### src/rtl/mem_stage_pkg.sv
// ---------------------------------------------------------------------------
// mem_stage_pkg
// Shared definitions for the RV32I memory stage: FSM state encoding, the
// funct3 load/store size codes and the byte-enable width.
// ---------------------------------------------------------------------------
package mem_stage_pkg;

  typedef enum logic {
    IDLE     = 1'b0,
    WAIT_RSP = 1'b1
  } state_t;

  // Load funct3 codes
  localparam logic [2:0] LB  = 3'b000;
  localparam logic [2:0] LH  = 3'b001;
  localparam logic [2:0] LW  = 3'b010;
  localparam logic [2:0] LBU = 3'b100;
  localparam logic [2:0] LHU = 3'b101;
  // Store funct3 codes
  localparam logic [2:0] SB  = 3'b000;
  localparam logic [2:0] SH  = 3'b001;
  localparam logic [2:0] SW  = 3'b010;

  localparam int BE_WIDTH = 4;

  // Access size from funct3: 0 = byte, 1 = halfword, 2/3 = word
  function automatic logic [1:0] access_size(input logic [2:0] funct3);
    return funct3[1:0];
  endfunction

endpackage

### src/rtl/load_align.sv
// ---------------------------------------------------------------------------
// load_align
// Combinational load lane select and extension. Picks the byte/halfword at
// the given byte offset of the read word and sign- or zero-extends it
// according to funct3. Word loads (and any other code) pass rdata through.
//
// Ports:
//   offset  in  2   byte offset of the access within the word
//   funct3  in  3   load type (LB/LH/LW/LBU/LHU)
//   rdata   in  32  raw word from data memory
//   result  out 32  aligned and extended load value
// ---------------------------------------------------------------------------
module load_align
  import mem_stage_pkg::*;
(
  input  logic [1:0]  offset,
  input  logic [2:0]  funct3,
  input  logic [31:0] rdata,
  output logic [31:0] result
);

  logic [7:0]  byte_sel;
  logic [15:0] half_sel;

  // NOTE: every signal written in an always_comb gets a value on every path
  // (defaults first); a missed path would infer a latch.
  always_comb begin
    byte_sel = rdata[7:0];
    half_sel = rdata[15:0];
    case (offset)
      2'd0: begin byte_sel = rdata[7:0];   half_sel = rdata[15:0];  end
      2'd1: begin byte_sel = rdata[15:8];  half_sel = rdata[23:8];  end
      2'd2: begin byte_sel = rdata[23:16]; half_sel = rdata[31:16]; end
      // A halfword at offset 3 is misaligned and never issued.
      default: begin byte_sel = rdata[31:24]; half_sel = rdata[31:16]; end
    endcase
  end

  always_comb begin
    result = rdata;
    case (funct3)
      LB:      result = {{24{byte_sel[7]}}, byte_sel};
      LH:      result = {{16{half_sel[15]}}, half_sel};
      LBU:     result = {24'b0, byte_sel};
      LHU:     result = {16'b0, half_sel};
      default: result = rdata;
    endcase
  end

endmodule

### src/rtl/mem_stage.sv
// ---------------------------------------------------------------------------
// mem_stage
// Memory stage of the pipelined RV32I core. Issues data-memory requests for
// loads/stores in M, stalls upstream while an access is outstanding, and
// registers the M->W boundary including load data.
//
// Build option:
//   MEMSTAGE_SUBWORD_EN  defined   -> byte/halfword accesses via funct3M,
//                                     lane-shifted dmem_be/dmem_wdata,
//                                     sign/zero-extended loads.
//                        undefined -> word-only, dmem_be = 4'b1111.
//
// Ports:
//   clk, rst_n                      clock, async active-low reset
//   validM .. PCPlus4M              M-stage bundle
//   stallM                          hold for IF/ID/EX/M registers
//   dmem_req/we/addr/wdata/be       request to data memory (combinational)
//   dmem_ready/rvalid/rdata         memory accept / response
//   validW .. PCPlus4W, misalignW   registered W-stage bundle
// ---------------------------------------------------------------------------
module mem_stage
  import mem_stage_pkg::*;
#(
  parameter int ADDRESS_WIDTH = 32,
  parameter int DATA_WIDTH    = 32
) (
  input  logic                     clk,
  input  logic                     rst_n,
  // M stage
  input  logic                     validM,
  input  logic                     RegWriteM,
  input  logic                     ResultSrcM,
  input  logic                     MemWriteM,
  input  logic                     JumpM,
  input  logic [2:0]               funct3M,
  input  logic [DATA_WIDTH-1:0]    ALUResultM,
  input  logic [DATA_WIDTH-1:0]    WriteDataM,
  input  logic [4:0]               RdM,
  input  logic [DATA_WIDTH-1:0]    PCPlus4M,
  // stall
  output logic                     stallM,
  // data memory
  output logic                     dmem_req,
  output logic                     dmem_we,
  output logic [ADDRESS_WIDTH-1:0] dmem_addr,
  output logic [DATA_WIDTH-1:0]    dmem_wdata,
  output logic [BE_WIDTH-1:0]      dmem_be,
  input  logic                     dmem_ready,
  input  logic                     dmem_rvalid,
  input  logic [DATA_WIDTH-1:0]    dmem_rdata,
  // W stage
  output logic                     validW,
  output logic                     RegWriteW,
  output logic                     ResultSrcW,
  output logic                     JumpW,
  output logic [4:0]               RdW,
  output logic [DATA_WIDTH-1:0]    ALUResultW,
  output logic [DATA_WIDTH-1:0]    ReadDataW,
  output logic [DATA_WIDTH-1:0]    PCPlus4W,
  output logic                     misalignW
);

  state_t          state, state_next;
  logic [1:0]      offset;
  logic            is_mem;
  logic            misaligned;
  logic            pending;
  logic            mis_access;
  logic            load_accept;
  logic [1:0]      align_offset;
  logic [2:0]      align_funct3;
  logic [31:0]     load_data;

  assign offset      = ALUResultM[1:0];
  assign is_mem      = MemWriteM | ResultSrcM;
  assign pending     = validM & is_mem & ~misaligned;
  assign mis_access  = validM & is_mem & misaligned;
  assign load_accept = (state == IDLE) & pending & ~MemWriteM & dmem_ready;

  assign dmem_addr = ADDRESS_WIDTH'({ALUResultM[DATA_WIDTH-1:2], 2'b00});

`ifdef MEMSTAGE_SUBWORD_EN
  logic [1:0] cap_offset;
  logic [2:0] cap_funct3;

  always_comb begin
    case (access_size(funct3M))
      2'd0:    misaligned = 1'b0;
      2'd1:    misaligned = (offset == 2'd3);
      default: misaligned = (offset != 2'd0);
    endcase
  end

  // Store lanes: mask the store data to its size, then shift into place.
  always_comb begin
    dmem_be    = 4'b1111;
    dmem_wdata = WriteDataM;
    case (access_size(funct3M))
      2'd0: begin
        dmem_be    = 4'b0001 << offset;
        dmem_wdata = {24'b0, WriteDataM[7:0]} << {offset, 3'b000};
      end
      2'd1: begin
        dmem_be    = 4'b0011 << offset;
        dmem_wdata = {16'b0, WriteDataM[15:0]} << {offset, 3'b000};
      end
      default: begin
        dmem_be    = 4'b1111;
        dmem_wdata = WriteDataM;
      end
    endcase
  end

  // Offset and type are captured when the load is accepted so the response
  // is aligned against the issuing instruction.
  always_ff @(posedge clk or negedge rst_n) begin
    if (!rst_n) begin
      cap_offset <= 2'd0;
      cap_funct3 <= LW;
    end else if (load_accept) begin
      cap_offset <= offset;
      cap_funct3 <= funct3M;
    end
  end

  assign align_offset = cap_offset;
  assign align_funct3 = cap_funct3;
`else
  // funct3M has no effect in the word-only build.
  logic unused_funct3;
  assign unused_funct3 = ^funct3M;

  assign misaligned   = (offset != 2'd0);
  assign dmem_be      = 4'b1111;
  assign dmem_wdata   = WriteDataM;
  assign align_offset = 2'd0;
  assign align_funct3 = LW;
`endif

  load_align u_load_align (
    .offset (align_offset),
    .funct3 (align_funct3),
    .rdata  (dmem_rdata),
    .result (load_data)
  );

  // ---------------------------------------------------------------------
  // FSM: state register
  // ---------------------------------------------------------------------
  // NOTE: sequential state uses non-blocking assignments so every register
  // samples the pre-edge values regardless of statement order.
  always_ff @(posedge clk or negedge rst_n) begin
    if (!rst_n) state <= IDLE;
    else        state <= state_next;
  end

  // FSM: next state
  always_comb begin
    state_next = state;
    case (state)
      IDLE:     if (load_accept) state_next = WAIT_RSP;
      WAIT_RSP: if (dmem_rvalid) state_next = IDLE;
      default:  state_next = IDLE;
    endcase
  end

  // FSM: outputs
  always_comb begin
    dmem_req = 1'b0;
    dmem_we  = 1'b0;
    stallM   = 1'b0;
    case (state)
      IDLE: begin
        if (pending) begin
          dmem_req = 1'b1;
          dmem_we  = MemWriteM;
          // Only a store accepted this cycle completes without stalling.
          stallM   = ~(MemWriteM & dmem_ready);
        end
      end
      WAIT_RSP: stallM = ~dmem_rvalid;
      default: ;
    endcase
  end

  // ---------------------------------------------------------------------
  // M->W register: advance when not stalled, insert a bubble otherwise.
  // ---------------------------------------------------------------------
  always_ff @(posedge clk or negedge rst_n) begin
    if (!rst_n) begin
      validW     <= 1'b0;
      RegWriteW  <= 1'b0;
      ResultSrcW <= 1'b0;
      JumpW      <= 1'b0;
      RdW        <= '0;
      ALUResultW <= '0;
      ReadDataW  <= '0;
      PCPlus4W   <= '0;
      misalignW  <= 1'b0;
    end else if (stallM) begin
      validW    <= 1'b0;
      RegWriteW <= 1'b0;
    end else begin
      validW     <= validM;
      RegWriteW  <= validM & RegWriteM & ~mis_access;
      ResultSrcW <= ResultSrcM;
      JumpW      <= JumpM;
      RdW        <= RdM;
      ALUResultW <= ALUResultM;
      PCPlus4W   <= PCPlus4M;
      misalignW  <= mis_access;
      // Unstalled in WAIT_RSP means the response is present this cycle.
      if (state == WAIT_RSP) ReadDataW <= load_data;
    end
  end

endmodule

### config.mk
export PLATFORM = sky130hd
export DESIGN_NAME = mem_stage
export DESIGN_NICKNAME = d
export VERILOG_FILES = /design/src/rtl/mem_stage_pkg.sv /design/src/rtl/load_align.sv /design/src/rtl/mem_stage.sv
export SDC_FILE = /design/constraint.sdc
export NUM_CORES = 1
export LEC_CHECK = 0
export CAP_MARGIN = 40
export CORE_AREA = 3 3 123 125
export DETAILED_ROUTE_END_ITERATION = 8
export DIE_AREA = 0 0 126 128
export DONT_BUFFER_PORTS = 1
export PLACE_DENSITY = 0.62
export SYNTH_ARGS = -nofsm -noshare
export SYNTH_HDL_FRONTEND = slang
export SYNTH_HIERARCHICAL = 1
export SYNTH_SLANG_ARGS = --single-unit
### constraint.sdc
create_clock -name clk -period 2.3 [get_ports clk]
set_input_delay 0.46 -clock clk [delete_from_list [all_inputs] [get_ports clk]]
set_output_delay 0.46 -clock clk [all_outputs]
set_load 0.05 [all_outputs]
# Word-level counts from Yosys, hierarchy flattened

Cells that the tools add are included.

Muxes and demuxes: 11
Bitwise logic cells: 17
Reductions and logical operators: 2

Operators with widths:

| cell              | count |
|---|---|
| $and 1x1->1       | 9 |
| $mux 1            | 9 |
| $not 1->1         | 7 |
| $pmux 1 s2        | 2 |
| $reduce_and 2->1  | 1 |
| $reduce_bool 2->1 | 1 |
| $or 1x1->1        | 1 |

Flip-flop bits (word level): 107
Input bits: 145
Output and inout port bits: 177

# Depth between registers and ports, before layout

Depth in word-level cells: 8
Mapped depth: 6
Mapped depth without buffers: 4

# Modules after synthesis

The synthesis kept the hierarchy.

Modules (own cells, without submodules):

| module     | times used | cells each | area an instance (sq um) | sequential area each (sq um) |
|---|---|---|---|---|
| mem_stage  | 1          | 307        | 4718.3                   | 2677.6 |
| load_align | 1          | 136        | 910.9                    | 0.0 |

# Worst setup path after synthesis

OpenSTA, ideal clock, no wires.

Kind: input to output
Start: input ALUResultM[1]
End: output dmem_we
Arrival time: 2.078 ns
Setup slack: -0.238 ns
Stages: 3
Path buffers: 0
Path through: or3_1 > nor2_1 > and2_1

Word-level cells in the longest chain between the ends: 5

RTL lines:

| element            | RTL line         | source |
|---|---|---|
| start: declaration | mem_stage.sv:36  | `input logic [DATA_WIDTH-1:0] ALUResultM,` |
| $reduce_bool 2->1  | mem_stage.sv:133 | `assign misaligned = (offset != 2'd0);` |
| $not 1->1          | mem_stage.sv:76  | `assign pending = validM & is_mem & ~misaligned;` |
| $and 1x1->1        | mem_stage.sv:76  |  |
| $mux 1             | mem_stage.sv:174 | `if (pending) begin` |
| $mux 1             | mem_stage.sv:172 | `case (state)` |
| end: declaration   | mem_stage.sv:44  | `output logic dmem_we,` |

Every way passes these cells.

# Final worst setup path

Start: register state
End: output stallM

Word-level cells in the longest chain between the ends: 2

RTL lines:

| element                  | RTL line         | source |
|---|---|---|
| start: declaration       | mem_stage.sv:63  | `state_t state, state_next;` |
| start signal: assignment | mem_stage.sv:154 | `else state <= state_next;` |
| $not 1->1                | n/a              |  |
| $pmux 1 s2 *             | mem_stage.sv:172 |  |
| end: declaration         | mem_stage.sv:41  | `output logic stallM,` |

Mark *: on every way between the ends. The rest lies on a longest branch, timed or not.

==> results.json <==
{
  "r2r_slack_ns": 0.42,
  "wl_mm": 13.3,
  "ctsResizeCount": 0,
  "pin_count": 322,
  "crit_type": "flop to primary output",
  "grt_pass1_vias": 3307,
  "yosys.area.top_type_share_pct": 47.6,
  "grt.overflow.total": 0,
  "synth_compound_area_share_pct": 7.96,
  "async_flop_share_pct": 100,
  "cp-start-kind": "flop",
  "num_rows": 43,
  "dieArea_sq_um": 16100,
  "crit_fanout": 3,
  "crit_required_ns": 1.84,
  "nets": 535,
  "fillers": 1336,
  "cts_buffer_depth": 2,
  "rsz0062_at_grt": "no",
  "finalSetupViolations": 0,
  "die_h_microns": 128,
  "cts.clk_slew.worst_paths_ns": 0.07,
  "hold_viol_final": 107,
  "worstSkewPairLatency_ns": 0.35,
  "fin_tns_setup_ns": 0,
  "drc": 0,
  "routedWlPerCell_microns": 23.1,
  "via_per_inst": 5.33,
  "dr.pass1.iters": 4,
  "vias": 3062,
  "synth_area_leaders": "dfrtp_1 (48%), mux2_4 (13%), mux2_2 (12%), buf_4 (9.5%), buf_6 (2.0%)",
  "synth_commonest_cells": "dfrtp_1 (107), buf_4 (71), mux2_2 (58)",
  "yosysSeqAreaShare_pct": 47.6,
  "r2r_start": "state$_DFF_PN0_",
  "status": "finished with violations",
  "ctsHtreeMaxLevel": 3,
  "antenna_cells": 0,
  "place.gp.congestion": 0.937,
  "finalCritPeriodShare_pct": 94.3,
  "portBuffers": 0,
  "slew_violations": 0,
  "max-cap-violations": 0,
  "core_area_sq_um": 14000,
  "synth_area_sq_um": 5630,
  "synth-xor-area-share_pct": 0,
  "yosys.area.top_type": "dfrtp_1",
  "synth_ff_type": "dfrtp_1",
  "synth_top_family_by_area": "multiplexers",
  "grt_max_degree": 108,
  "synth_most_common_cell": "dfrtp_1",
  "synthCells": 443,
  "synth_adder_area_share_pct": 0,
  "hpwl_mm": 10.0,
  "synth_edf_count": 0,
  "synth.distinct_cells": 38,
  "cts_inserted_buffers": 9,
  "start_util_pct": 40.2,
  "root_buffer": "clkbuf_16",
  "drive_above_1_share_pct": 35.7,
  "crit_path_start": "state$_DFF_PN0_",
  "min_period_ns": 2.17,
  "synth_simple_gate_area_share_pct": 6.38,
  "violations": "hold timing",
  "drt_iter0_drc": 213,
  "crit_path_end_kind": "primary output",
  "worstRegToRegCells": 4,
  "slew_headroom_pct": 52.7,
  "setup_ws_ns": 0.131,
  "hp-class": "input port to asynchronous set/reset pin",
  "place_ws_ns": 0.331,
  "fin_skew_ns": 0.00700,
  "regToRegEndpoint": "ALUResultW[28]$_DFFE_PN0N_",
  "top_usage_layer": "met2",
  "grt_use_met1_pct": 18.1,
  "whs_ns": -0.185,
  "fmax_ghz": 0.461,
  "use_met3_pct": 6.50,
  "grt_pass1_wl_mm": 20.1,
  "syn_to_final_growth_pct": 0.0222,
  "tritoncts": "built",
  "power.density_nw_per_um2": 951,
  "postCtsSetupBuffers": 0,
  "use_met2_pct": 27.3,
  "die_w_microns": 126,
  "synth_seq_cells": 107,
  "arrival_ns": 1.71,
  "ant_nets": 0,
  "worst_pin_slew_ns": 0.710,
  "antenna_found_initial": 0,
  "synth.area.mux_share_pct": 24.7,
  "yosys_warnings": 6,
  "clock-sinks": 107,
  "syn_area_per_cell_sq_um": 12.7,
  "track_usage_pct": 16.0,
  "power_leakage_nw": 2.62,
  "peakVddDrop_mv": 0.393
}
==> critical path, cell delays in order, from the launching register on <==
cell     delay (ns)
dfrtp_1        0.40
or3_1          0.37
o31a_2         0.34
inv_1          0.11
buf_12         0.14
==> stage by stage <==
step | cell area (sq um) | power, mW | std cells | utilization (%)
2_1_floorplan | 5720 | 4.05 | 467 | -
3_3_place_gp | 5340 | 3.86 | 559 | 38.1
3_5_place_dp | 5340 | 3.89 | 559 | 38.1
4_1_cts | 5630 | 5.43 | 575 | 40.3
5_1_grt | 5630 | 5.57 | 575 | 40.3
6_report | 5630 | 5.35 | 575 | 40.3
==> area by class of cell <==
cell class | count | area (sq um) | share of cell area, %
Timing Repair Buffer | 7 | 90.1 | 1.60
Clock inverter | 6 | 56.3 | 1.00
Multi-Input combinational cell | 253 | 2300 | 40.8
Inverter | 12 | 45.0 | 0.800
Sequential cell | 107 | 2680 | 47.6
Clock buffer | 10 | 239 | 4.24
Tap cell | 180 | 225 | 4.00
==> cells in the final DEF (no fill, tap or decap), drive strengths merged, types with 2 or more instances in the layout <==
| master | count |
|---|---|
| dfrtp | 107 |
| nor3b | 2 |
| inv | 16 |
| nor2 | 17 |
| o21ai | 2 |
| clkbuf | 10 |
| o211ai | 18 |
| and2 | 3 |
| conb | 26 |
| buf | 7 |
| or3b | 8 |
| nand2b | 10 |
| nand2 | 18 |
| a221oi | 7 |
| mux2 | 107 |
| nor2b | 2 |
| a31oi | 7 |
| o22ai | 13 |
==> power breakdown <==
part / switching, mW / internal, mW / leakage (nW)
registers: 1.17 / 2.12 / 1.29
clock network: 0.719 / 0.790 / 0.144
logic: 0.226 / 0.326 / 1.19
total: 2.11 / 3.24 / 2.62
==> kinds of logic (layout without fill, tap and decap cells) <==
kind of cell,after synthesis,after routing
compound gates,55,55
buf+inv,107,35
flops,107,107
mux,107,107
other cells,2,26
simple gates,65,65
==> per-layer routing <==
layer / part of all wire, % / wire (microns)
met1: 36 / 4720
met5: 0 / 0
met4: 1.9 / 257
met2: 51 / 6750
met3: 12 / 1560
==> registers in the layout, indices dropped and copies added, names as in the netlist <==
register    cells
ALUResultW     32
RegWriteW       1
state           1
PCPlus4W       32
RdW             5
misalignW       1
ResultSrcW      1
validW          1
JumpW           1
ReadDataW      32
==> how the worst max path moves through the flow <==
| stage | slack (ns) | end |
|---|---|---|
| 2_1_floorplan | 0.008 | dmem_we |
| 3_3_place_gp | 0.35 | PCPlus4W[19]$_DFFE_PN0N_ |
| 3_5_place_dp | 0.33 | RdW[1]$_DFFE_PN0N_ |
| 4_1_cts | 0.11 | stallM |
| 5_1_grt | 0.06 | stallM |
| 6_report | 0.13 | stallM |
Note: power is estimated with default switching activity, not from simulation.
